--- src/rtl/sram_match_arbiter_pkg.sv ---
// Shared sizes and state/mode types for the SRAM-to-port match arbiter.
package sram_match_arbiter_pkg;
    localparam int NUM_PORTS = 16;
    localparam int NUM_SRAMS = 32;
    localparam int LEN_W     = 11;
    localparam int SRAM_W    = 5;
    localparam int PORT_W    = 4;

    typedef enum logic [1:0] {
        MODE_FIRST     = 2'd0,
        MODE_BEST      = 2'd1,
        MODE_MOST      = 2'd2,
        MODE_FIRST_ALT = 2'd3
    } match_mode_e;

    typedef enum logic [1:0] {
        IDLE   = 2'd0,
        SCAN   = 2'd1,
        COMMIT = 2'd2,
        FAIL   = 2'd3
    } arb_state_e;
endpackage

--- src/rtl/sram_match_arbiter_if.sv ---
// Request/binding bus between the write-port frontends (master) and the arbiter (slave).
interface sram_match_arbiter_if;
    import sram_match_arbiter_pkg::*;

    logic [SRAM_W-1:0]                 match_threshold;
    logic [1:0]                        match_mode;
    logic [NUM_PORTS-1:0]              match_req;
    logic [NUM_PORTS-1:0][LEN_W-1:0]   match_length;
    logic [NUM_SRAMS-1:0][LEN_W-1:0]   free_space;
    logic [NUM_PORTS-1:0]              release_req;
    logic [NUM_PORTS-1:0]              match_end;
    logic [NUM_PORTS-1:0]              match_fail;
    logic [NUM_PORTS-1:0][SRAM_W-1:0]  match_sram;
    logic [NUM_PORTS-1:0][NUM_SRAMS-1:0] select_sram;
    logic [NUM_SRAMS-1:0]              occupied;

    modport master (
        output match_threshold, match_mode, match_req, match_length, free_space, release_req,
        input  match_end, match_fail, match_sram, select_sram, occupied
    );

    modport slave (
        input  match_threshold, match_mode, match_req, match_length, free_space, release_req,
        output match_end, match_fail, match_sram, select_sram, occupied
    );
endinterface

--- src/rtl/sram_match_arbiter_rr_arbiter_16.sv ---
// Round-robin arbiter over the 16 ports; search starts at the port after the last grant.
module rr_arbiter_16
    import sram_match_arbiter_pkg::*;
(
    input  logic                 clk,
    input  logic                 rst,
    input  logic [NUM_PORTS-1:0] req_i,
    input  logic                 advance_i,
    output logic [NUM_PORTS-1:0] grant_o,
    output logic [PORT_W-1:0]    grant_idx_o,
    output logic                 valid_o
);
    logic [PORT_W-1:0] ptr_q;
    logic [PORT_W-1:0] ptr_d;
    logic [PORT_W-1:0] probe;

    always_comb begin
        valid_o     = 1'b0;
        grant_idx_o = '0;
        probe       = '0;
        for (int i = 0; i < NUM_PORTS; i++) begin
            probe = ptr_q + PORT_W'(i);
            if (!valid_o && req_i[probe]) begin
                valid_o     = 1'b1;
                grant_idx_o = probe;
            end
        end
    end

    assign grant_o = valid_o ? (NUM_PORTS'(1) << grant_idx_o) : '0;
    assign ptr_d   = grant_idx_o + PORT_W'(1);

    always_ff @(posedge clk) begin
        if (rst) begin
            ptr_q <= '0;
        end else if (advance_i && valid_o) begin
            ptr_q <= ptr_d;
        end
    end
endmodule

--- src/rtl/sram_match_arbiter.sv ---
// Binds free SRAM banks to requesting write ports: round-robin pick, one-bank-per-cycle scan, hold until release.
module sram_match_arbiter
    import sram_match_arbiter_pkg::*;
(
    input  logic                 clk,
    input  logic                 rst,
    sram_match_arbiter_if.slave  bus
);
    arb_state_e                          state_q;
    logic [PORT_W-1:0]                   port_q;
    logic [LEN_W-1:0]                    len_q;
    match_mode_e                         mode_q;
    logic [SRAM_W-1:0]                   cnt_q;
    logic [SRAM_W-1:0]                   start_q;
    logic [SRAM_W-1:0]                   cand_q, cand_d;
    logic                                cand_valid_q, cand_valid_d;
    logic [LEN_W-1:0]                    cand_free_q, cand_free_d;
    logic [NUM_SRAMS-1:0]                occupied_q;
    logic [NUM_PORTS-1:0][NUM_SRAMS-1:0] select_q;
    logic [NUM_PORTS-1:0][SRAM_W-1:0]    msram_q;
    logic [NUM_PORTS-1:0]                end_q;
    logic [NUM_PORTS-1:0]                fail_q;

    logic [NUM_PORTS-1:0] bound;
    logic [NUM_PORTS-1:0] arb_req;
    logic [NUM_PORTS-1:0] arb_grant;
    logic [PORT_W-1:0]    arb_idx;
    logic                 arb_valid;
    logic [LEN_W-1:0]     grant_len;
    logic [SRAM_W-1:0]    scan_idx;
    logic [LEN_W-1:0]     idx_free;
    logic                 eligible;
    logic                 take;
    logic                 first_mode;
    logic [SRAM_W:0]      thr_eff;
    logic                 reached;

    always_comb begin
        bound     = '0;
        grant_len = '0;
        for (int p = 0; p < NUM_PORTS; p++) begin
            bound[p] = |select_q[p];
            if (arb_grant[p]) grant_len = grant_len | bus.match_length[p];
        end
    end

    assign arb_req = bus.match_req & ~bound;

    rr_arbiter_16 u_rr (
        .clk         (clk),
        .rst         (rst),
        .req_i       (arb_req),
        .advance_i   (state_q == IDLE),
        .grant_o     (arb_grant),
        .grant_idx_o (arb_idx),
        .valid_o     (arb_valid)
    );

    // Scan evaluates against registered occupancy, so a bank released this cycle is seen next cycle.
    assign scan_idx   = start_q + cnt_q;
    assign idx_free   = bus.free_space[scan_idx];
    assign eligible   = !occupied_q[scan_idx] && (idx_free >= len_q);
    assign first_mode = (mode_q == MODE_FIRST) || (mode_q == MODE_FIRST_ALT);
    assign thr_eff    = (bus.match_threshold == '0) ? (SRAM_W+1)'(NUM_SRAMS)
                                                    : {1'b0, bus.match_threshold};
    assign reached    = ({1'b0, cnt_q} + (SRAM_W+1)'(1)) >= thr_eff;

    always_comb begin
        case (mode_q)
            MODE_BEST: take = eligible && (!cand_valid_q || idx_free < cand_free_q);
            MODE_MOST: take = eligible && (!cand_valid_q || idx_free > cand_free_q);
            default:   take = eligible;
        endcase
        cand_d       = take ? scan_idx : cand_q;
        cand_free_d  = take ? idx_free : cand_free_q;
        cand_valid_d = cand_valid_q || take;
    end

    always_ff @(posedge clk) begin
        if (rst) begin
            state_q      <= IDLE;
            port_q       <= '0;
            len_q        <= '0;
            mode_q       <= MODE_FIRST;
            cnt_q        <= '0;
            start_q      <= '0;
            cand_q       <= '0;
            cand_valid_q <= 1'b0;
            cand_free_q  <= '0;
            occupied_q   <= '0;
            select_q     <= '0;
            msram_q      <= '0;
            end_q        <= '0;
            fail_q       <= '0;
        end else begin
            end_q  <= '0;
            fail_q <= '0;
            for (int p = 0; p < NUM_PORTS; p++) begin
                if (bus.release_req[p] && bound[p]) begin
                    occupied_q[msram_q[p]] <= 1'b0;
                    select_q[p]            <= '0;
                end
            end
            case (state_q)
                IDLE: begin
                    if (arb_valid) begin
                        port_q       <= arb_idx;
                        len_q        <= grant_len;
                        mode_q       <= match_mode_e'(bus.match_mode);
                        cnt_q        <= '0;
                        cand_valid_q <= 1'b0;
                        state_q      <= SCAN;
                    end
                end
                SCAN: begin
                    cand_q       <= cand_d;
                    cand_free_q  <= cand_free_d;
                    cand_valid_q <= cand_valid_d;
                    cnt_q        <= cnt_q + SRAM_W'(1);
                    if (first_mode && take) begin
                        state_q <= COMMIT;
                    end else if (cand_valid_d && reached) begin
                        state_q <= COMMIT;
                    end else if (cnt_q == SRAM_W'(NUM_SRAMS - 1)) begin
                        state_q <= FAIL;
                    end
                end
                COMMIT: begin
                    occupied_q[cand_q] <= 1'b1;
                    select_q[port_q]   <= NUM_SRAMS'(1) << cand_q;
                    msram_q[port_q]    <= cand_q;
                    end_q[port_q]      <= 1'b1;
                    start_q            <= cand_q + SRAM_W'(1);
                    state_q            <= IDLE;
                end
                default: begin
                    end_q[port_q]  <= 1'b1;
                    fail_q[port_q] <= 1'b1;
                    state_q        <= IDLE;
                end
            endcase
        end
    end

    assign bus.match_end   = end_q;
    assign bus.match_fail  = fail_q;
    assign bus.match_sram  = msram_q;
    assign bus.select_sram = select_q;
    assign bus.occupied    = occupied_q;
endmodule

--- src/flat_wrapper.sv ---
// flat-port wrapper written by rule: the top's interface ports become plain ports
module sram_match_arbiter_flat import sram_match_arbiter_pkg::*;
  (clk, rst, bus_match_threshold, bus_match_mode, bus_match_req, bus_match_length, bus_free_space, bus_release_req, bus_match_end, bus_match_fail, bus_match_sram, bus_select_sram, bus_occupied);
  sram_match_arbiter_if bus_i ();
  input  logic clk;
  input  logic rst;
  input wire logic [$bits(bus_i.match_threshold)-1:0] bus_match_threshold;
  input wire logic [$bits(bus_i.match_mode)-1:0] bus_match_mode;
  input wire logic [$bits(bus_i.match_req)-1:0] bus_match_req;
  input wire logic [$bits(bus_i.match_length)-1:0] bus_match_length;
  input wire logic [$bits(bus_i.free_space)-1:0] bus_free_space;
  input wire logic [$bits(bus_i.release_req)-1:0] bus_release_req;
  output wire logic [$bits(bus_i.match_end)-1:0] bus_match_end;
  output wire logic [$bits(bus_i.match_fail)-1:0] bus_match_fail;
  output wire logic [$bits(bus_i.match_sram)-1:0] bus_match_sram;
  output wire logic [$bits(bus_i.select_sram)-1:0] bus_select_sram;
  output wire logic [$bits(bus_i.occupied)-1:0] bus_occupied;
  assign bus_i.match_threshold = bus_match_threshold;
  assign bus_i.match_mode = bus_match_mode;
  assign bus_i.match_req = bus_match_req;
  assign bus_i.match_length = bus_match_length;
  assign bus_i.free_space = bus_free_space;
  assign bus_i.release_req = bus_release_req;
  assign bus_match_end = bus_i.match_end;
  assign bus_match_fail = bus_i.match_fail;
  assign bus_match_sram = bus_i.match_sram;
  assign bus_select_sram = bus_i.select_sram;
  assign bus_occupied = bus_i.occupied;
  sram_match_arbiter u_core (.clk(clk), .rst(rst), .bus(bus_i));
endmodule
--- config.mk ---
export PLATFORM = sky130hd
export DESIGN_NAME = sram_match_arbiter_flat
export DESIGN_NICKNAME = d
export VERILOG_FILES = /design/src/rtl/sram_match_arbiter_pkg.sv /design/src/rtl/sram_match_arbiter_if.sv /design/src/rtl/sram_match_arbiter_rr_arbiter_16.sv /design/src/rtl/sram_match_arbiter.sv /design/src/flat_wrapper.sv
export SDC_FILE = /design/constraint.sdc
export NUM_CORES = 2
export LEC_CHECK = 0
export BUFFER_PORTS_ARGS = -buffer_cell sky130_fd_sc_hd__clkbuf_2
export CORE_AREA = 2 2 474 476
export CTS_CLUSTER_DIAMETER = 120
export CTS_CLUSTER_SIZE = 40
export DETAILED_ROUTE_END_ITERATION = 10
export DIE_AREA = 0 0 476 478
export GPL_TIMING_DRIVEN = 0
export SYNTH_ARGS = -nofsm -noshare
export SYNTH_HDL_FRONTEND = slang
export SYNTH_SLANG_ARGS = --single-unit
export TNS_END_PERCENT = 50
--- constraint.sdc ---
create_clock -name clk -period 18.1 [get_ports clk]
set_input_delay 0.905 -clock clk [delete_from_list [all_inputs] [get_ports clk]]
set_output_delay 0.905 -clock clk [all_outputs]
set_load 0.05 [all_outputs]
==> impl_metrics.json <==
{
  "clock_sinks": 706,
  "initial_core_util_pct": 17.0,
  "drc": 0,
  "yosysTopAreaCell": "dfxtp_1",
  "clockBufferDepth": 3,
  "coreArea_sq_mm": 0.223,
  "synth-main-ff-cell": "dfxtp_1",
  "violations": "capacitance limit, slew limit",
  "detailed_place_hpwl_um": 289000,
  "hold_buffers": 0,
  "cp-end-kind": "flop",
  "root_buffer": "clkbuf_16",
  "grt_usage_pct": 29.3,
  "numCtsBuffers": 35,
  "drt-initial-drc-count": 6584,
  "finalHoldViolCount": 0,
  "globalRoute.totalOverflow": 0,
  "drt-total-wl_um": 351000,
  "fin_crit_sh_pct": 57.6,
  "multi_input_area_sq_mm": 0.0222,
  "min_period_ps": 10420,
  "syn_to_final_growth_pct": 32.0,
  "cts_setup_buffers": 0,
  "pwr-share-seq_pct": 27.4,
  "nNetsFinal": 6527,
  "antenna_found_initial": 83,
  "yosysTopAreaCellShare_pct": 37.2,
  "swShare_pct": 49.2,
  "vias_per_cell": 5.46,
  "htree_levels": 2,
  "n_fill_cell": 24826,
  "endpoint": "u_core.cand_q[2]",
  "r2r_slack_ps": 7680,
  "p_leak_nw": 18.9,
  "register_area_sq_mm": 0.0141,
  "ios": 1225,
  "cts_tree": "done",
  "clock_latency_ps": 750,
  "drive_gt1_share_pct": 27.4,
  "syn-mean-instance-area_sq_um": 8.26,
  "timing.rr.end": "u_core.cand_q[2]",
  "yosysSeqAreaShare_pct": 37.2,
  "syn-cell-area_sq_mm": 0.0380,
  "tightest_slew_ps": 1580,
  "rsz0062_at_grt": "no",
  "syn_inst": 4601,
  "cp-startpoint": "u_core.cnt_q[0]",
  "route.vias.total": 48967,
  "fmax_mhz": 95.9,
  "status": "finished, violations left",
  "arrival_ps": 11000,
  "final_max_slew_viol_count": 67,
  "cp_data_required_time_ps": 18670,
  "p_per_area_mw_per_mm2": 118,
  "internal-power_mw": 3.01,
  "path_clk_slew_ps": 120,
  "gp_congestion": 1.06,
  "port_buffers": 1224,
  "synth-async-reset-ratio_pct": 0,
  "cts.repair.resized": 0,
  "fin_skew_ps": 114,
  "synth-edff-count": 0,
  "crit_path_start_kind": "flop",
  "p_switching_mw": 2.91,
  "dp_cells": 8855,
  "final_cells": 8963,
  "hp-class": "flop to flop",
  "dieArea_sq_mm": 0.228,
  "setup_viol": 0,
  "die_x_um": 476,
  "ir_drop_mv": 0.0836,
  "crit_type": "flop to flop",
  "combPwrFrac_pct": 54.2,
  "ys_warn_count": 0,
  "ys_ff_latch": 706,
  "syn_nets": 5228,
  "routedWlPerCell_um": 39.1,
  "ff2ff_path_depth": 27,
  "synth.distinct_cells": 97,
  "die_h_um": 478,
  "critPathMaxFanout": 11,
  "drt_pass1_iterations": 9,
  "ant_nets": 0,
  "synth_area_leaders": "dfxtp_1 37%, a22oi_1 8.6%, nor2_1 7.9%",
  "grt_max_degree": 41,
  "timing.rr.start": "u_core.cnt_q[0]",
  "p_clk_share_pct": 18.4,
  "grt_pass1_vias": 45578,
  "rows": 174,
  "setup_tns_ps": 0,
  "grt_pass1_wl_um": 447000,
  "relSlewSlack_pct": -5.29,
  "drv_cap": 8
}
-- sequential cells by signal, summed over array words and instances, names as in the netlist, 11 cells and up --
register,count
u_core.bus.select_sram,512
u_core.bus.match_sram,80
u_core.bus.occupied,32
u_core.bus.match_end,16
u_core.bus.match_fail,16
u_core.cand_free_q,11
u_core.len_q,11
-- cell usage after synthesis, types with 21 or more instances --
cell type / instances
a31oi_1: 112
mux4_2: 127
a221oi_1: 21
buf_2: 25
nor4_1: 220
nor2b_1: 52
and2_1: 26
nor3_1: 70
a22oi_1: 434
ha_1: 57
nand3_1: 128
nand2_1: 420
a211oi_1: 46
buf_1: 30
inv_1: 70
nand2b_1: 51
o21ai_0: 42
mux2i_1: 42
a22o_1: 25
nand4_1: 59
clkbuf_1: 321
a21oi_1: 182
o22ai_1: 191
nor2_1: 796
dfxtp_1: 706
-- worst max-delay path, stage by stage (launching register included) --
cell      delay [ps]
dfxtp_1          400
ha_1             240
fa_1             500
clkbuf_1         460
clkbuf_1         970
clkbuf_1         980
clkbuf_1        1070
mux4_2           570
mux4_2           500
mux2i_1          650
ha_1             270
nor2b_1           50
o21a_1           160
o21a_1           160
o21a_1           160
o21a_1           160
o21a_1           150
o21ai_0          140
nand2b_1          70
a21oi_1          140
nor2b_1           60
o21ai_0          200
nor3b_1          230
o311a_1          190
clkbuf_1         620
clkbuf_1         580
nor2_1            80
a211oi_1         460
-- per-layer routing --
layer  GRT usage (%)  vias up  routed length [um]
li1                -    19933                   -
met1            36.8    24562              141000
met2            43.3     3659              148000
met3            9.95      763               39300
met4            17.2       50               22800
met5           0.171        -                 311
-- power by group through the flow --
stage,Clock [mW],Combinational (mW),Sequential [mW]
floorplan,0,1.77,1.67
global placement,0,3.13,1.66
detailed placement,0,3.15,1.66
CTS,1.10,3.16,1.62
global route,1.15,3.35,1.63
finish,1.09,3.21,1.62
-- stage by stage --
stage	setup slack, ps	hold slack [ps]	total power [mW]	area, sq um	util (%)
3_5_place_dp	7710	464	4.81	48700	21.8
3_3_place_gp	7470	452	4.78	47900	21.5
5_1_grt	7470	504	6.13	50100	22.4
2_1_floorplan	11370	436	3.44	38000	-
6_report	7680	473	5.92	50200	22.5
4_1_cts	7700	451	5.89	50100	22.4
-- worst min path at each step --
stage,from,endpoint,slack [ps],cells after the start
floorplan,u_core.mode_q[0],u_core.mode_q[0],440,2
global placement,u_core.mode_q[0],u_core.mode_q[0],450,2
detailed placement,u_core.mode_q[0],u_core.mode_q[0],460,2
CTS,bus_match_mode[1],u_core.mode_q[1],450,3
global route,bus_match_mode[1],u_core.mode_q[1],500,3
finish,u_core.mode_q[0],u_core.mode_q[0],470,2
-- final cells by class --
type / instances / area share (%)
Inverter: 77 / 0.576
Buffer: 381 / 3.05
Timing Repair Buffer: 1262 / 13.6
Sequential cell: 706 / 28.2
Multi-Input combinational cell: 3437 / 44.3
Tap cell: 2992 / 7.46
Clock inverter: 23 / 0.925
Antenna cell: 49 / 0.244
Clock buffer: 36 / 1.75
-- layout by cell type, fill, tap and decap left out, types with 46 or more instances in the layout --
cell,instances
nor3_1,65
a21oi_1,182
nand3_1,128
clkbuf_1,289
nand2b_1,51
o22ai_1,191
nor4_1,218
nand2_1,420
nand4_1,59
a211oi_1,46
a22oi_1,434
a31oi_1,112
nor2b_1,52
ha_1,57
mux4_2,127
dfxtp_1,706
nor2_1,772
diode_2,49
inv_1,70
clkbuf_2,1258
-- kinds of logic after synthesis --
group	share of synthesized area [%]
compound gates	23.0
xor+xnor	0.658
fa+ha+maj	1.93
buf+inv	4.66
flops	37.2
mux	9.35
simple gates	23.2
Power figures use the tool's default switching activity.
